**src/rtl/pcie_tl_fifo_scheduler_if.sv**
```systemverilog
// FIFO-side bus of the TL scheduler: source FIFO flags/data in,
// pop strobes, output FIFO push/data and current grant out.
interface pcie_tl_fifo_scheduler_if #(
    parameter int DATA_W = 10,
    parameter int N_SRC  = 4
);
    logic [N_SRC-1:0]  src_empty;
    logic [N_SRC-1:0]  src_almost_full;
    logic [DATA_W-1:0] src_data0;
    logic [DATA_W-1:0] src_data1;
    logic [DATA_W-1:0] src_data2;
    logic [DATA_W-1:0] src_data3;
    logic              out_almost_full;
    logic [N_SRC-1:0]  pop;
    logic              push_out;
    logic [DATA_W-1:0] data_out;
    logic [1:0]        grant;

    modport master (
        input  src_empty, src_almost_full,
        input  src_data0, src_data1, src_data2, src_data3,
        input  out_almost_full,
        output pop, push_out, data_out, grant
    );

    modport slave (
        output src_empty, src_almost_full,
        output src_data0, src_data1, src_data2, src_data3,
        output out_almost_full,
        input  pop, push_out, data_out, grant
    );
endinterface

```
**src/rtl/pcie_tl_fifo_scheduler.sv**
```systemverilog
// TL FIFO scheduler: one-hot RESET/INIT/IDLE/ACTIVE control FSM,
// threshold registers, and a 4:1 round-robin arbiter with urgency
// override feeding the output FIFO through a 2-stage pop->push pipe.
// Ports: clk, reset_L (async, active low), init, cfg_umbral_sup/inf
// in; state, umbral_superior/inferior, idle out; fifo = source and
// output FIFO bus (pop/push_out/data_out/grant driven here).
module pcie_tl_fifo_scheduler #(
    parameter int DATA_W = 10,
    parameter int UMB_W  = 3,
    parameter int N_SRC  = 4
) (
    input  logic             clk,
    input  logic             reset_L,
    input  logic             init,
    input  logic [UMB_W-1:0] cfg_umbral_sup,
    input  logic [UMB_W-1:0] cfg_umbral_inf,
    output logic [3:0]       state,
    output logic [UMB_W-1:0] umbral_superior,
    output logic [UMB_W-1:0] umbral_inferior,
    output logic             idle,
    pcie_tl_fifo_scheduler_if.master fifo
);

    localparam logic [3:0] S_RESET  = 4'b0001;
    localparam logic [3:0] S_INIT   = 4'b0010;
    localparam logic [3:0] S_IDLE   = 4'b0100;
    localparam logic [3:0] S_ACTIVE = 4'b1000;

    logic [3:0]        state_q, state_d;
    logic [UMB_W-1:0]  sup_q, inf_q;
    logic [1:0]        rr_ptr_q;
    logic [N_SRC-1:0]  last_pop_q;
    logic              v1_q;
    logic [1:0]        sel1_q;
    logic              push_q;
    logic [DATA_W-1:0] data_q;

    logic              active;
    logic              load_thr;
    logic [N_SRC-1:0]  elig;
    logic [N_SRC-1:0]  urg;
    logic              gnt_vld;
    logic [1:0]        gnt_idx;
    logic [1:0]        rr_j;
    logic [DATA_W-1:0] word;

    // State register
    always_ff @(posedge clk or negedge reset_L) begin
        if (!reset_L) begin
            state_q <= S_RESET;
        end else begin
            state_q <= state_d;
        end
    end

    // Next-state logic; v1_q marks a popped word not yet captured
    always_comb begin
        state_d = state_q;
        unique case (state_q)
            S_RESET:  state_d = S_INIT;
            S_INIT:   state_d = init ? S_INIT : S_IDLE;
            S_IDLE: begin
                if (init)
                    state_d = S_INIT;
                else if (fifo.src_empty != 4'hF)
                    state_d = S_ACTIVE;
            end
            S_ACTIVE: begin
                if (init)
                    state_d = S_INIT;
                else if (fifo.src_empty == 4'hF && !v1_q)
                    state_d = S_IDLE;
            end
            default:  state_d = S_RESET;
        endcase
    end

    // State-decoded outputs; init blocks new pops in the same cycle
    always_comb begin
        active   = (state_q == S_ACTIVE) && !init;
        load_thr = (state_q == S_INIT);
        idle     = (state_q == S_IDLE);
    end

    // Arbiter: lowest urgent index wins, else first eligible after
    // rr_ptr. Loops run downward so the highest-priority hit lands last.
    always_comb begin
        elig    = '0;
        gnt_idx = 2'd0;
        rr_j    = 2'd0;
        for (int i = 0; i < N_SRC; i++) begin
            elig[i] = active && !fifo.src_empty[i]
                   && !fifo.out_almost_full && !last_pop_q[i];
        end
        urg     = elig & fifo.src_almost_full;
        gnt_vld = |elig;
        if (|urg) begin
            for (int i = N_SRC - 1; i >= 0; i--) begin
                if (urg[i]) gnt_idx = 2'(i);
            end
        end else begin
            for (int k = N_SRC; k >= 1; k--) begin
                rr_j = rr_ptr_q + 2'(k);
                if (elig[rr_j]) gnt_idx = rr_j;
            end
        end
    end

    assign fifo.pop   = gnt_vld ? (N_SRC'(1) << gnt_idx) : '0;
    assign fifo.grant = gnt_vld ? gnt_idx : 2'd0;

    // Word presented by the source popped last cycle
    always_comb begin
        word = fifo.src_data0;
        unique case (sel1_q)
            2'd1:    word = fifo.src_data1;
            2'd2:    word = fifo.src_data2;
            2'd3:    word = fifo.src_data3;
            default: word = fifo.src_data0;
        endcase
    end

    // rr_ptr resets to 3 so source 0 is served first.
    // Zero words are captured but never pushed.
    always_ff @(posedge clk or negedge reset_L) begin
        if (!reset_L) begin
            sup_q      <= '0;
            inf_q      <= '0;
            rr_ptr_q   <= 2'd3;
            last_pop_q <= '0;
            v1_q       <= 1'b0;
            sel1_q     <= 2'd0;
            push_q     <= 1'b0;
            data_q     <= '0;
        end else begin
            if (load_thr) begin
                sup_q <= cfg_umbral_sup;
                inf_q <= cfg_umbral_inf;
            end
            if (gnt_vld)
                rr_ptr_q <= gnt_idx;
            last_pop_q <= fifo.pop;
            v1_q       <= gnt_vld;
            sel1_q     <= gnt_idx;
            push_q     <= v1_q && (word != '0);
            if (v1_q)
                data_q <= word;
        end
    end

    assign state           = state_q;
    assign umbral_superior = sup_q;
    assign umbral_inferior = inf_q;
    assign fifo.push_out   = push_q;
    assign fifo.data_out   = data_q;

endmodule

```
**src/flat_wrapper.sv**
```systemverilog
// flat-port wrapper written by rule: the top's interface ports become plain ports
module pcie_tl_fifo_scheduler_flat 
#(
    parameter int DATA_W = 10,
    parameter int UMB_W  = 3,
    parameter int N_SRC  = 4
)
  (clk, reset_L, init, cfg_umbral_sup, cfg_umbral_inf, state, umbral_superior, umbral_inferior, idle, fifo_src_empty, fifo_src_almost_full, fifo_src_data0, fifo_src_data1, fifo_src_data2, fifo_src_data3, fifo_out_almost_full, fifo_pop, fifo_push_out, fifo_data_out, fifo_grant);
  pcie_tl_fifo_scheduler_if #(.DATA_W(DATA_W), .N_SRC(N_SRC)) fifo_i ();
  input  logic clk;
  input  logic reset_L;
  input  logic init;
  input  logic [UMB_W-1:0] cfg_umbral_sup;
  input  logic [UMB_W-1:0] cfg_umbral_inf;
  output logic [3:0] state;
  output logic [UMB_W-1:0] umbral_superior;
  output logic [UMB_W-1:0] umbral_inferior;
  output logic idle;
  input wire logic [$bits(fifo_i.src_empty)-1:0] fifo_src_empty;
  input wire logic [$bits(fifo_i.src_almost_full)-1:0] fifo_src_almost_full;
  input wire logic [$bits(fifo_i.src_data0)-1:0] fifo_src_data0;
  input wire logic [$bits(fifo_i.src_data1)-1:0] fifo_src_data1;
  input wire logic [$bits(fifo_i.src_data2)-1:0] fifo_src_data2;
  input wire logic [$bits(fifo_i.src_data3)-1:0] fifo_src_data3;
  input wire logic [$bits(fifo_i.out_almost_full)-1:0] fifo_out_almost_full;
  output wire logic [$bits(fifo_i.pop)-1:0] fifo_pop;
  output wire logic [$bits(fifo_i.push_out)-1:0] fifo_push_out;
  output wire logic [$bits(fifo_i.data_out)-1:0] fifo_data_out;
  output wire logic [$bits(fifo_i.grant)-1:0] fifo_grant;
  assign fifo_i.src_empty = fifo_src_empty;
  assign fifo_i.src_almost_full = fifo_src_almost_full;
  assign fifo_i.src_data0 = fifo_src_data0;
  assign fifo_i.src_data1 = fifo_src_data1;
  assign fifo_i.src_data2 = fifo_src_data2;
  assign fifo_i.src_data3 = fifo_src_data3;
  assign fifo_i.out_almost_full = fifo_out_almost_full;
  assign fifo_pop = fifo_i.pop;
  assign fifo_push_out = fifo_i.push_out;
  assign fifo_data_out = fifo_i.data_out;
  assign fifo_grant = fifo_i.grant;
  pcie_tl_fifo_scheduler #(.DATA_W(DATA_W), .UMB_W(UMB_W), .N_SRC(N_SRC)) u_core (.clk(clk), .reset_L(reset_L), .init(init), .cfg_umbral_sup(cfg_umbral_sup), .cfg_umbral_inf(cfg_umbral_inf), .state(state), .umbral_superior(umbral_superior), .umbral_inferior(umbral_inferior), .idle(idle), .fifo(fifo_i));
endmodule
```
**config.mk**
```make
export PLATFORM = sky130hd
export DESIGN_NAME = pcie_tl_fifo_scheduler_flat
export DESIGN_NICKNAME = d
export VERILOG_FILES = /design/src/rtl/pcie_tl_fifo_scheduler_if.sv /design/src/rtl/pcie_tl_fifo_scheduler.sv /design/src/flat_wrapper.sv
export SDC_FILE = /design/constraint.sdc
export NUM_CORES = 1
export LEC_CHECK = 0
export CORE_MARGIN = 5
export CORE_UTILIZATION = 28
export DETAILED_ROUTE_END_ITERATION = 12
export GPL_TIMING_DRIVEN = 0
export SLEW_MARGIN = 10
export SYNTH_ARGS = -nofsm -noshare
export SYNTH_HDL_FRONTEND = slang
export SYNTH_SLANG_ARGS = --single-unit
```
**constraint.sdc**
```tcl
create_clock -name clk -period 4.9 [get_ports clk]
set_input_delay 1.47 -clock clk [delete_from_list [all_inputs] [get_ports clk]]
set_output_delay 1.47 -clock clk [all_outputs]
set_load 0.05 [all_outputs]
```
## Word level (Yosys, flattened, before mapping)

Index checks and enable logic that the tools add are counted.

| storage, ports and cells | value |
|---|---|
| input port bits | 58 |
| output and inout bits | 28 |
| memory bits (read-only) | 0 |
| memories kept | 0 |
| latch bits | 0 |
| bits in writable memories | 0 |
| register bits after elaboration | 30 |

| cells by class | value |
|---|---|
| reductions and logical operators | 30 |
| bitwise operators | 1 |
| multipliers | 0 |
| magnitude comparators | 4 |
| muxes and demuxes | 26 |
| divide/modulo/power cells | 0 |
| add/subtract/negate cells | 3 |
| shifts and indexed selects | 1 |
| equal/unequal tests | 11 |

Operators by type and width:

| cell | count |
|---|---|
| one-hot mux 10 bit (3 select lines) | 1 |
| two-way mux 2 bit | 10 |
| two-way mux 4 bit | 5 |
| one-hot mux 4 bit (4 select lines) | 1 |
| logical AND 1 bit | 15 |
| less-than comparator 2 x 3 -> 1 bit, second input constant | 4 |
| zero test 1 bit | 11 |
| nonzero test 10 bit | 1 |
| binary-select mux 1 bit (select 2 bit) | 4 |
| equality test 4 bit, second input constant | 2 |
| OR reduction 4 bit | 2 |
| != test 3 x 2 -> 1 bit, second input constant | 2 |
| adder 2 bit, second input constant | 2 |
| AND 4 bit | 1 |
| equality test 2 bit, second input constant | 2 |
| equality test 4 x 1 -> 1 bit, second input constant | 1 |
| equality test 4 x 2 -> 1 bit, second input constant | 1 |
| equality test 4 x 3 -> 1 bit, second input constant | 1 |
| two-way mux 1 bit | 4 |
| != test 4 bit, second input constant | 1 |
| left shift 1 x 2 -> 4 bit, first input constant | 1 |
| two-way mux 3 bit | 1 |
| adder 2 x 1 -> 2 bit, second input constant | 1 |
| equality test 2 x 1 -> 1 bit, second input constant | 1 |
| AND reduction 2 bit | 1 |

## Depth between registers and ports, before layout

| logic depth | value |
|---|---|
| depth after elaboration | 14 |
| gate-level depth with buffers | 8 |
| depth with buffers taken out | 6 |

## Worst setup path before layout

No wires, ideal clock.

| timing | value |
|---|---|
| kind | input-to-output |
| start | in fifo_out_almost_full |
| end | out fifo_pop[0] |
| data required time | 3,430 ps |
| setup slack | -314 ps |
| buffers on the path | 0 |
| arrival time | 3,744 ps |
| stages | 6 |
| cells stage by stage | or3b_2 or2_2 a41oi_1 o32a_2 inv_2 nor3_1 |

| between the ends | value |
|---|---|
| longest elaborated chain between the ends | 12 |
| elaborated cells between the ends (all ways) | 31 |
| classes of those cells | shift: 1; mux: 18; bitwise: 1; reduce/logical: 11 |

Ends and longest elaborated chain:

| what | line | RTL |
|---|---|---|
| start: declaration | flat_wrapper.sv:25 | `input wire logic [$bits(fifo_i.out_almost_full)-1:0] fifo_out_almost_full;` |
| zero test 1 bit (*) | pcie_tl_fifo_scheduler.sv:93 | `&& !fifo.out_almost_full && !last_pop_q[i];` |
| logical AND 1 bit (2 in series) | pcie_tl_fifo_scheduler.sv:93 |  |
| binary-select mux 1 bit (select 2 bit) | pcie_tl_fifo_scheduler.sv:104 | `if (elig[rr_j]) gnt_idx = rr_j;` |
| two-way mux 1 bit (implied by the code) | pcie_tl_fifo_scheduler.sv:104 |  |
| two-way mux 2 bit (4 in series) | pcie_tl_fifo_scheduler.sv:104 |  |
| two-way mux 2 bit (*) | pcie_tl_fifo_scheduler.sv:97 | `if (\|urg) begin` |
| net u_core.gnt_idx[0] | pcie_tl_fifo_scheduler.sv:43 | `logic [1:0] gnt_idx;` |
| left shift 1 x 2 -> 4 bit (*) | pcie_tl_fifo_scheduler.sv:109 | `assign fifo.pop = gnt_vld ? (N_SRC'(1) << gnt_idx) : '0;` |
| two-way mux 4 bit (*) | pcie_tl_fifo_scheduler.sv:109 |  |
| end: declaration | flat_wrapper.sv:26 | `output wire logic [$bits(fifo_i.pop)-1:0] fifo_pop;` |

The timed path passes the listed nets; every way through them passes the cells marked *. The select of a mux whose other input is x is not followed.

## Worst setup path in the final report

| timing | value |
|---|---|
| start | in fifo_src_empty[2] |
| end | out fifo_pop[3] |

| between the ends | value |
|---|---|
| longest elaborated chain between the ends | 13 |
| elaborated cells between the ends (all ways) | 25 |
| classes of those cells | shift: 1; mux: 17; bitwise: 1; reduce/logical: 6 |

Ends and longest elaborated chain:

| what | line | RTL |
|---|---|---|
| start: declaration | flat_wrapper.sv:19 | `input wire logic [$bits(fifo_i.src_empty)-1:0] fifo_src_empty;` |
| zero test 1 bit (*) | pcie_tl_fifo_scheduler.sv:92 | `elig[i] = active && !fifo.src_empty[i]` |
| logical AND 1 bit (*) | pcie_tl_fifo_scheduler.sv:92 |  |
| logical AND 1 bit (*) (2 in series) | pcie_tl_fifo_scheduler.sv:93 |  |
| binary-select mux 1 bit (select 2 bit) | pcie_tl_fifo_scheduler.sv:104 |  |
| two-way mux 1 bit (implied by the code) | pcie_tl_fifo_scheduler.sv:104 |  |
| two-way mux 2 bit (4 in series) | pcie_tl_fifo_scheduler.sv:104 |  |
| two-way mux 2 bit (*) | pcie_tl_fifo_scheduler.sv:97 |  |
| net u_core.gnt_idx[1] | pcie_tl_fifo_scheduler.sv:43 |  |
| left shift 1 x 2 -> 4 bit (*) | pcie_tl_fifo_scheduler.sv:109 |  |
| two-way mux 4 bit (*) | pcie_tl_fifo_scheduler.sv:109 |  |

Marked as above.

==> flow_metrics.py <==
metrics = {
    "clock_network": {
        "clk_pin_slew_ps": 60,
        "clk_root_buffer_cell": "clkbuf_8",
        "cts_tree": "done",
        "cts_hold_buf": 0,
        "clkLatencyLatePin_ps": 290,
        "numCtsBuffers": 5,
        "clockBufferDepth": 2,
        "h-tree-depth": 2,
        "cts.sinks": 30,
    },
    "routing": {
        "first_pass_iters": 4,
        "wirelength_um": 5160,
        "wl_per_cell_um": 16.4,
        "ant_nets": 0,
        "vias_per_cell": 4.94,
        "post-route-drc-count": 0,
        "num_vias": 1550,
        "first_iter_violations": 42,
    },
    "setup_path": {
        "crit_fanout": 5,
        "critical_path_class": "in -> out",
        "arrival_ps": 3370,
        "start_kind": "input pin",
        "required_ps": 3430,
        "critPathCaptureType": "output port",
    },
    "floorplanning": {
        "die_h_um": 87.2,
        "fp-row-count": 28,
        "dieArea_um2": 7600,
        "die_width_um": 87.2,
        "core-area_um2": 5850,
        "boundaryPins": 86,
        "start_util": 0.285,
    },
    "synthesis": {
        "synth_fp_nets": 197,
        "ys_seq_area_frac": 0.452,
        "synthesis.area_um2": 1670,
        "synth-seq-cells": 30,
        "yosys_warnings": 0,
        "synthArstFlopShare": 1.00,
        "yosysUniqueCellTypes": 43,
        "synth_top_family_by_area": "multiplexers",
        "synth_compound_area_frac": 0.145,
        "ys_dominant_reg_cell": "dfrtp_1",
        "synthSimpleGateAreaFrac": 0.125,
        "synth_xor_xnor_area_share": 0,
        "synthMuxAreaShare": 0.243,
        "synthAdderAreaFrac": 0,
        "syn_inst": 139,
        "synth_area_per_cell_um2": 12.0,
        "synth-edff-count": 0,
        "synth_area_leaders": "dfrtp_1 41%, mux4_2 14%, mux2_2 11%, dfstp_2 4.7%, nor2_1 2.7%",
        "synth_top_area_share": 0.405,
        "yosysTopAreaCell": "dfrtp_1",
    },
    "timing": {
        "setup_viol": 0,
        "finClkSkew_ps": 5.58,
        "slew_viol_final": 0,
        "tns_ps": 0,
        "fmax_ghz": 0.207,
        "slew-limit-headroom": 0.392,
        "whs_ps": 504,
        "hold_viol_final": 0,
        "timing.final.crit_period_ps": 4840,
        "fin_crit_sh": 0.988,
        "worst_pin_slew_ps": 900,
        "rsz0062_at_grt": "no",
    },
    "outcome": {
        "status": "finished clean",
    },
    "placed_design": {
        "dp_hpwl_um": 3960,
        "port_buffers": 85,
        "routabilityCongestion": 0.857,
        "dp_cells": 299,
    },
    "pwr": {
        "p_leak_uw": 0.00121,
        "power_density_nw_per_um2": 412,
        "p_total_uw": 1200,
        "irDropWorstVdd_v": 0.000228,
    },
    "grt": {
        "use_met3": 0.0445,
        "grt_busiest_layer": "met2",
        "grt_pass1_vias": 1611,
        "antenna_found_initial": 0,
        "grt_max_degree": 31,
        "grt_usage": 0.137,
        "overflow": 0,
        "met1_usage": 0.164,
        "grt_pass1_wl_um": 7980,
        "met2_usage": 0.231,
    },
    "layout": {
        "post-route-util": 0.500,
        "synthToLayoutAreaGrowth_pct": 75.2,
        "layout-drive-gt1-share": 0.335,
        "layoutNonFillerInstCount": 314,
        "nNetsFinal": 296,
        "antenna_cells": 0,
    },
    "worst_hold_path": {
        "hold_path_class": "reg -> reg",
    },
    "job": {
        "maxCapViolCount": 0,
    },
}
==> synthesized netlist by cell type, types with 2 or more instances <==
library cell  instances
a21oi_1               6
a22oi_1               2
a31oi_1               2
buf_2                 2
clkbuf_1              4
dfrtp_1              27
dfstp_2               3
inv_1                 5
mux2_2               16
mux4_2               10
nand2_1               7
nor2_1               12
nor3_1                6
nor4_1                3
o21ai_0               3
o32ai_1               2
or2_2                 2
or3_1                 2
==> per-layer routing <==
metal | wire length [um] | share of wire
met5 | 0 | 0
met3 | 341 | 0.066
met4 | 91 | 0.018
met2 | 2680 | 0.52
met1 | 2050 | 0.40
==> sequential cells by signal, summed over array words and instances (netlist names) <==
register / count
u_core.fifo.data_out: 10
u_core.last_pop_q: 4
u_core.state: 4
u_core.umbral_inferior: 3
u_core.umbral_superior: 3
u_core.rr_ptr_q: 2
u_core.sel1_q: 2
u_core.fifo.push_out: 1
u_core.v1_q: 1
==> cells by family (layout without fill, tap and decap cells) <==
logic type             Yosys count  after routing
DFF                             30             30
AOI/OAI and AO/OA               30             30
buffers and inverters           13            113
muxes                           26             26
and+or+nand+nor                 40             40
==> layout make-up <==
cell class / count / area, um2
clock inverter: 3 / 40.0
clock buffer: 5 / 68.8
tap: 75 / 93.8
timing repair buffer: 92 / 901
inverter: 6 / 25.0
multi-input combinational: 96 / 997
sequential: 30 / 754
buffer: 7 / 42.5
fill: 538 / 2930
==> metrics by stage <==
stage,cell area [um2],setup WS [ps]
final,2920,59.5
after floorplan,1680,20.2
after CTS,2840,9.93
after detailed placement,2620,-900
after global placement,2620,-922
after global routing,2920,7.14
==> timing repair <==
item	4_1_cts	5_1_grt
gates resized for setup	53	19
setup endpoints to repair	6	5
setup buffers	6	1
pin swaps	6	7
==> cell usage in the layout, fill, tap and decap left out, drive strengths merged, types with 2 or more instances in the layout <==
cell	n
a21oi	6
a221oi	2
a22oi	2
a31oi	2
and2	2
buf	16
clkbuf	10
clkdlybuf4s50	73
clkinv	2
dfrtp	27
dfstp	3
dlygate4sd2	2
dlymetal6s2s	2
inv	6
mux2	16
mux4	10
nand2	7
nor2	12
nor3	6
nor4	3
o21ai	3
o32a	2
o32ai	2
o41ai	2
or2	2
or3	2
==> worst max-delay path, cell delays in order <==
cell	delay, ps
clkdlybuf4s50_1	510
nor2_4	250
a21boi_2	250
o32ai_4	130
a221oi_4	300
buf_6	160
and2_4	150
buf_8	140
==> power breakdown <==
part,internal [uW],switching (uW),total [uW]
logic,263,349,612
clock network,149,96.6,246
registers,309,36.2,345
total,721,482,1200
==> final timing paths <==
| kind | startpoint | endpoint | slack, ps | depth (start not counted) |
|---|---|---|---|---|
| setup / recovery | fifo_src_empty[2] | fifo_pop[3] | 60 | 8 |
| hold / removal | u_core.fifo.data_out[8] | u_core.fifo.data_out[8] | 500 | 1 |
| setup reg to reg | u_core.rr_ptr_q[1] | u_core.last_pop_q[3] | 2650 | 8 |
| hold reg to reg | u_core.fifo.data_out[8] | u_core.fifo.data_out[8] | 500 | 1 |
| max in group asynchronous | reset_L | u_core.last_pop_q[2] | 3260 | 1 |
| min in group asynchronous | reset_L | u_core.fifo.data_out[3] | 1210 | 1 |
(Power assumes the default switching activity.)
